[src/rtl/oursring_req_rr_arbiter_if.sv]
// Handshake bundle between N upstream masters and one downstream port.
// slave: arbiter view (valids/down-readies in; readies, selects, err out).
interface oursring_req_rr_arbiter_if #(
    parameter int N_IN_PORT = 3
);
    logic [N_IN_PORT-1:0] i_awvalid;
    logic [N_IN_PORT-1:0] i_wvalid;
    logic [N_IN_PORT-1:0] i_wlast;
    logic [N_IN_PORT-1:0] i_arvalid;
    logic [N_IN_PORT-1:0] i_awready;
    logic [N_IN_PORT-1:0] i_wready;
    logic [N_IN_PORT-1:0] i_arready;
    logic                 o_awready;
    logic                 o_wready;
    logic                 o_arready;
    logic [N_IN_PORT-1:0] o_aw_sel;
    logic [N_IN_PORT-1:0] o_ar_sel;
    logic                 o_burst_err;

    modport slave (
        input  i_awvalid, i_wvalid, i_wlast, i_arvalid,
        input  o_awready, o_wready, o_arready,
        output i_awready, i_wready, i_arready,
        output o_aw_sel, o_ar_sel, o_burst_err
    );

    modport master (
        output i_awvalid, i_wvalid, i_wlast, i_arvalid,
        output o_awready, o_wready, o_arready,
        input  i_awready, i_wready, i_arready,
        input  o_aw_sel, o_ar_sel, o_burst_err
    );
endinterface

[src/rtl/oursring_req_rr_arbiter.sv]
// N-to-1 AW/W/AR handshake arbiter, W bursts locked to owner until wlast.
// Ports: clk, rstn (async active-low), bus (slave modport of the _if).
module oursring_req_rr_arbiter #(
    parameter int N_IN_PORT     = 3,
    parameter bit RR_EN         = 1'b1,
    parameter int MAX_BURST_LEN = 256,
    parameter int CNT_W         = $clog2(MAX_BURST_LEN) + 1
) (
    input logic                     clk,
    input logic                     rstn,
    oursring_req_rr_arbiter_if.slave bus
);
    localparam int PW = $clog2(N_IN_PORT);
    localparam logic [CNT_W-1:0] CNT_MAX = CNT_W'(MAX_BURST_LEN);

    typedef logic [N_IN_PORT-1:0] vec_t;
    typedef logic [PW-1:0]        idx_t;
    typedef enum logic {W_IDLE, W_HOLD} w_state_t;

    // {found, index} of first set bit scanning cyclically from ptr.
    // Reverse loop so the nearest port overwrites farther ones.
    function automatic logic [PW:0] pick(vec_t req, idx_t ptr);
        logic [PW:0] r;
        int          j;
        r = '0;
        for (int k = N_IN_PORT - 1; k >= 0; k--) begin
            j = int'(ptr) + k;
            if (j >= N_IN_PORT) j -= N_IN_PORT;
            if (req[j]) r = {1'b1, idx_t'(j)};
        end
        return r;
    endfunction

    function automatic idx_t nxt(idx_t i);
        if (!RR_EN) return '0;
        if (int'(i) == N_IN_PORT - 1) return '0;
        return i + idx_t'(1);
    endfunction

    function automatic vec_t oh(idx_t i);
        return vec_t'(1) << i;
    endfunction

    w_state_t         state;
    idx_t             w_ptr;
    idx_t             ar_ptr;
    idx_t             owner;
    logic [CNT_W-1:0] beat_cnt;
    logic             burst_err;

    logic aw_found, ar_found;
    idx_t aw_idx, ar_idx;
    vec_t aw_oh, ar_oh, owner_oh;
    logic aw_go, w_beat, ar_go;

    assign {aw_found, aw_idx} = pick(bus.i_awvalid & bus.i_wvalid, w_ptr);
    assign {ar_found, ar_idx} = pick(bus.i_arvalid, ar_ptr);

    assign aw_oh    = aw_found ? oh(aw_idx) : '0;
    assign ar_oh    = ar_found ? oh(ar_idx) : '0;
    assign owner_oh = oh(owner);

    // AW and first W beat move together, so both downstream readies gate it.
    assign aw_go  = (state == W_IDLE) & aw_found
                  & bus.o_awready & bus.o_wready;
    assign w_beat = (state == W_HOLD) & bus.i_wvalid[owner] & bus.o_wready;
    assign ar_go  = ar_found & bus.o_arready;

    assign bus.o_aw_sel  = (state == W_HOLD) ? owner_oh : aw_oh;
    assign bus.o_ar_sel  = ar_oh;
    assign bus.i_awready = (rstn & aw_go) ? aw_oh : '0;
    assign bus.i_wready  = !rstn  ? '0
                         : aw_go  ? aw_oh
                         : w_beat ? owner_oh
                         : '0;
    assign bus.i_arready = (rstn & ar_go) ? ar_oh : '0;
    assign bus.o_burst_err = burst_err;

    always_ff @(posedge clk or negedge rstn) begin
        if (!rstn) begin
            state     <= W_IDLE;
            w_ptr     <= '0;
            ar_ptr    <= '0;
            owner     <= '0;
            beat_cnt  <= '0;
            burst_err <= 1'b0;
        end else begin
            burst_err <= 1'b0;
            unique case (state)
                W_IDLE: begin
                    if (aw_go) begin
                        if (bus.i_wlast[aw_idx]) begin
                            w_ptr <= nxt(aw_idx);
                        end else begin
                            state    <= W_HOLD;
                            owner    <= aw_idx;
                            beat_cnt <= CNT_W'(1);
                        end
                    end
                end
                W_HOLD: begin
                    if (w_beat) begin
                        if (bus.i_wlast[owner]) begin
                            state    <= W_IDLE;
                            w_ptr    <= nxt(owner);
                            beat_cnt <= '0;
                        end else if (beat_cnt != CNT_MAX) begin
                            // Saturation stops repeat pulses in one burst.
                            beat_cnt  <= beat_cnt + CNT_W'(1);
                            burst_err <= (beat_cnt + CNT_W'(1) == CNT_MAX);
                        end
                    end
                end
                default: state <= W_IDLE;
            endcase
            if (ar_go) ar_ptr <= nxt(ar_idx);
        end
    end

    a_awrdy_oh: assert property (@(posedge clk) disable iff (!rstn)
        $onehot0(bus.i_awready));
    a_wrdy_oh: assert property (@(posedge clk) disable iff (!rstn)
        $onehot0(bus.i_wready));
    a_arrdy_oh: assert property (@(posedge clk) disable iff (!rstn)
        $onehot0(bus.i_arready));
    a_awsel_oh: assert property (@(posedge clk) disable iff (!rstn)
        $onehot0(bus.o_aw_sel));
    a_arsel_oh: assert property (@(posedge clk) disable iff (!rstn)
        $onehot0(bus.o_ar_sel));
    a_hold_w: assert property (@(posedge clk) disable iff (!rstn)
        (state == W_HOLD) |-> ((bus.i_wready & ~owner_oh) == '0));
endmodule

[src/flat_wrapper.sv]
// flat-port wrapper written by rule: the top's interface ports become plain ports
module oursring_req_rr_arbiter_flat 
#(
    parameter int N_IN_PORT     = 3,
    parameter bit RR_EN         = 1'b1,
    parameter int MAX_BURST_LEN = 256,
    parameter int CNT_W         = $clog2(MAX_BURST_LEN) + 1
)
  (clk, rstn, bus_i_awvalid, bus_i_wvalid, bus_i_wlast, bus_i_arvalid, bus_o_awready, bus_o_wready, bus_o_arready, bus_i_awready, bus_i_wready, bus_i_arready, bus_o_aw_sel, bus_o_ar_sel, bus_o_burst_err);
  oursring_req_rr_arbiter_if #(.N_IN_PORT(N_IN_PORT)) bus_i ();
  input logic clk;
  input logic rstn;
  input wire logic [$bits(bus_i.i_awvalid)-1:0] bus_i_awvalid;
  input wire logic [$bits(bus_i.i_wvalid)-1:0] bus_i_wvalid;
  input wire logic [$bits(bus_i.i_wlast)-1:0] bus_i_wlast;
  input wire logic [$bits(bus_i.i_arvalid)-1:0] bus_i_arvalid;
  input wire logic [$bits(bus_i.o_awready)-1:0] bus_o_awready;
  input wire logic [$bits(bus_i.o_wready)-1:0] bus_o_wready;
  input wire logic [$bits(bus_i.o_arready)-1:0] bus_o_arready;
  output wire logic [$bits(bus_i.i_awready)-1:0] bus_i_awready;
  output wire logic [$bits(bus_i.i_wready)-1:0] bus_i_wready;
  output wire logic [$bits(bus_i.i_arready)-1:0] bus_i_arready;
  output wire logic [$bits(bus_i.o_aw_sel)-1:0] bus_o_aw_sel;
  output wire logic [$bits(bus_i.o_ar_sel)-1:0] bus_o_ar_sel;
  output wire logic [$bits(bus_i.o_burst_err)-1:0] bus_o_burst_err;
  assign bus_i.i_awvalid = bus_i_awvalid;
  assign bus_i.i_wvalid = bus_i_wvalid;
  assign bus_i.i_wlast = bus_i_wlast;
  assign bus_i.i_arvalid = bus_i_arvalid;
  assign bus_i.o_awready = bus_o_awready;
  assign bus_i.o_wready = bus_o_wready;
  assign bus_i.o_arready = bus_o_arready;
  assign bus_i_awready = bus_i.i_awready;
  assign bus_i_wready = bus_i.i_wready;
  assign bus_i_arready = bus_i.i_arready;
  assign bus_o_aw_sel = bus_i.o_aw_sel;
  assign bus_o_ar_sel = bus_i.o_ar_sel;
  assign bus_o_burst_err = bus_i.o_burst_err;
  oursring_req_rr_arbiter #(.N_IN_PORT(N_IN_PORT), .RR_EN(RR_EN), .MAX_BURST_LEN(MAX_BURST_LEN), .CNT_W(CNT_W)) u_core (.clk(clk), .rstn(rstn), .bus(bus_i));
endmodule
[config.mk]
export PLATFORM = sky130hd
export DESIGN_NAME = oursring_req_rr_arbiter_flat
export DESIGN_NICKNAME = d
export VERILOG_FILES = /design/src/rtl/oursring_req_rr_arbiter_if.sv /design/src/rtl/oursring_req_rr_arbiter.sv /design/src/flat_wrapper.sv
export SDC_FILE = /design/constraint.sdc
export NUM_CORES = 1
export LEC_CHECK = 0
export ABC_AREA = 0
export CAP_MARGIN = 10
export CORE_MARGIN = 4
export CORE_UTILIZATION = 46
export CTS_CLUSTER_SIZE = 12
export DETAILED_ROUTE_END_ITERATION = 7
export GPL_ROUTABILITY_DRIVEN = 0
export HOLD_SLACK_MARGIN = 0.05
export PLACE_DENSITY_LB_ADDON = 0.05
export REMOVE_ABC_BUFFERS = 1
export SLEW_MARGIN = 25
export SYNTH_ARGS = -nofsm -noshare
export SYNTH_HDL_FRONTEND = slang
export SYNTH_SLANG_ARGS = --single-unit
[constraint.sdc]
create_clock -name clk -period 2.3 [get_ports clk]
set_clock_uncertainty 0.15 [all_clocks]
set_input_delay 0.575 -clock clk [delete_from_list [all_inputs] [get_ports clk]]
set_output_delay 0.575 -clock clk [all_outputs]
set_load 0.005 [all_outputs]
==> summary.txt <==
Final Cycle Share = 130%
CTS tree = built
Final hold slack = 0.436 ns
Tmin final = 2.99 ns
Vias after detailed routing = 2177
Status = complete, but fails checks
Yosys reg bits = 17
CTS buffer count = 3
Final worst slack = -0.691 ns
CP required = 1.57 ns
Top cells by count, synth = inv_1 (21), dfrtp_1 (17), nand2_1 (17), o21ai_0 (17), nor2_1 (15)
Yosys synthesis warning count = 0
Netlist cell types = 50
Die Height = 65.9 um
Mapped cell area = 1540 sq um
Post-Route WL = 7120 um
Mapped Cells = 199
Syn Area/Cell = 7.75 sq um
Root Buffer = clkbuf_4
Seq/Total Area, Yosys = 27.6%
Worst slew pin tran = 0.477 ns
Largest area contributor in the netlist = dfrtp_1
Slew Viols, Final = 0
Peak VDD IR = 0.746 mV
Post-layout util = 88.4%
Hold Violations, Final = 0
Mean number of vias per cell = 6.37
ANT cells = 0
I/O Pins = 33
Crit-path most repeated cell = buf_4
Core ar. = 3130 sq um
Crit-path cells = buf_4 > ha_4 > buf_4 > o211ai_1 > a2bb2oi_2 > o22ai_4 > nor3b_4 > and3_1 > buf_2
WL/cell = 20.8 um
Initial core utilization = 49.3%
Layout cells sized above 1 = 51.7%
FFs w/ async S/R, synth = 100%
Fin cells = 342
Violated checks = setup timing
Vias in the first global route = 2221
Slowest-stage cell, CP = dfrtp_1
H-tree depth = 1
Clk Latency, worst-skew pair = 0.30 ns
EDFF count, synth = 0
Setup-failing EPs final = 30
Antenna-violating nets left = 0
Total congestion overflow = 0
Synth top area share = 27.6%
Fillers = 144
Leakage = 1.26 nW
Endpoint class of the critical path = output pin
Worst path arrival time = 2.27 ns
Area Growth Syn to Fin = 79.4%
DRC Markers = 0
CTS clock-pin slew for the worst setup and hold paths = 0.10 ns
Max FO, Critical Path = 5
Critical path startpoint category = flip-flop
Final #Nets = 323
RSZ-0062 raised after global routing = yes
Max_slew headroom = 68.0%
Worst min-delay path class = in -> async
IO Port Bufs = 32
Die span in x = 65.9 um
Die area = 4340 sq um
Largest net degree at the start of global routing = 14
Dominant synthesized flop cell = dfrtp_1
Critical path's largest stage delay = 0.42 ns
PwrDens = 1350 nW/um^2
Fmax = 0.334 GHz
Starting DRC count in detailed routing = 219
Clock sink total = 17
Max-Cap Viols = 0
First-pass GRT wire length = 10600 um
Ranking of synthesized cells by area = dfrtp_1 (28%), ha_1 (5.7%), o21ai_0 (5.5%)
CP Class = reg -> out
Gr usage total = 31.7%
Placed Instances = 314
Post-CTS Hold Fix Bufs = 0
Initial DRT Pass Iterations = 7
Max Buffers Root-to-Sink = 2
Initial antenna violation count = 0
HPWL after DPL = 3790 um
Most frequent cell after synthesis = inv_1
Site Rows = 20
-- power by group --
part | total (W) | switching (W) | internal (W)
Clock | 0.000169 | 0.000104 | 0.0000649
Sequential | 0.000602 | 0.000168 | 0.000434
Combinational | 0.00297 | 0.00144 | 0.00153
Total | 0.00374 | 0.00171 | 0.00203
-- cells in the final DEF (no fill, tap or decap), types with 4 or more instances in the layout --
cell             netlist  final
clkdlybuf4s50_1        0      6
nand2_1               17     14
dfrtp_1               17     16
o21ai_2                0      8
buf_6                  1     18
inv_1                 21     17
a21oi_2                0      5
or2_4                  1      4
nor2b_1                4      4
a21oi_1                9      4
o21ai_0               17      5
inv_2                  0      4
buf_4                  1     54
o211ai_1               4      4
nor2_2                 0      4
ha_4                   0      5
buf_2                  3     11
a31oi_1                5      5
o21ai_1                1      5
nor2_1                15     11
nor4_1                 5      4
dlygate4sd2_1          0     11
nand3_1               11     10
-- what timing repair did --
item,4_1_cts,5_1_grt
endpoints found under the setup margin,30,31
pin swaps,34,24
resized for setup,149,26
buffers inserted,22,5
-- worst max-delay path: cells and delay by family, from the launching register on --
family          cells  cell delay (ns)
buf+inv             3             0.41
compound gates      3             0.60
simple gates        2             0.37
flops               1             0.42
fa+ha+maj           1             0.17
-- logic make-up (layout without fill, tap and decap cells) --
logic type | count (synthesis) | after routing | share of synthesized area, %
muxes | 6 | 6 | 4.46
buffers and inverters | 28 | 127 | 7.79
DFF | 17 | 17 | 27.6
AOI/OAI and AO/OA | 62 | 62 | 27.3
and+or+nand+nor | 78 | 78 | 26.5
adders and majority gates | 8 | 8 | 6.41
-- area by class of cell --
type,count,area [sq um],share of cell area (%)
inverter,21,78.8,2.85
sequential,17,427,15.4
timing repair buffer,102,851,30.8
multi-input combinational,154,1330,48.0
clock inverter,1,5.00,0.181
tap,44,55.1,1.99
clock buffer,3,22.5,0.814
-- through the flow --
stage / instance area, sq um / setup TNS (ns) / total power, W / setup slack [ns]
after CTS: 2640 / -11.65 / 0.00326 / -0.624
after detailed placement: 2230 / -25.55 / 0.00236 / -1.08
after floorplan: 1500 / -1.35 / 0.00147 / -0.319
after global routing: 2770 / -16.53 / 0.00392 / -0.807
after global placement: 2230 / -23.78 / 0.00227 / -1.03
final: 2770 / -15.15 / 0.00374 / -0.691
-- final timing paths --
check                                   start                  to  slack (ns)  cells past startpoint
min in group clk           u_core.beat_cnt[6]  u_core.beat_cnt[6]        0.45                      2
setup reg to reg              u_core.w_ptr[1]  u_core.beat_cnt[7]       -0.56                     12
hold / removal                           rstn  u_core.beat_cnt[8]        0.44                      2
max in group asynchronous                rstn  u_core.beat_cnt[6]        1.27                      3
hold reg to reg            u_core.beat_cnt[6]  u_core.beat_cnt[6]        0.45                      2
setup / recovery             u_core.ar_ptr[0]    bus_i_arready[0]       -0.69                      9
-- sequential cells by signal, indices dropped and copies added, names as in the netlist --
signal / count
u_core.state: 1
u_core.ar_ptr: 2
u_core.beat_cnt: 9
u_core.bus.o_burst_err: 1
u_core.owner: 2
u_core.w_ptr: 2
-- per-layer routing --
metal  up-vias  part of all wire [%]  global-route usage (%)
met3        56                   9.8                    6.80
met2       179                    48                    55.2
li1        934                     -                       -
met4         0                   6.5                    18.7
met5         -                     0                       0
met1      1008                    36                    35.0
Note: power is estimated with default switching activity, not from simulation.
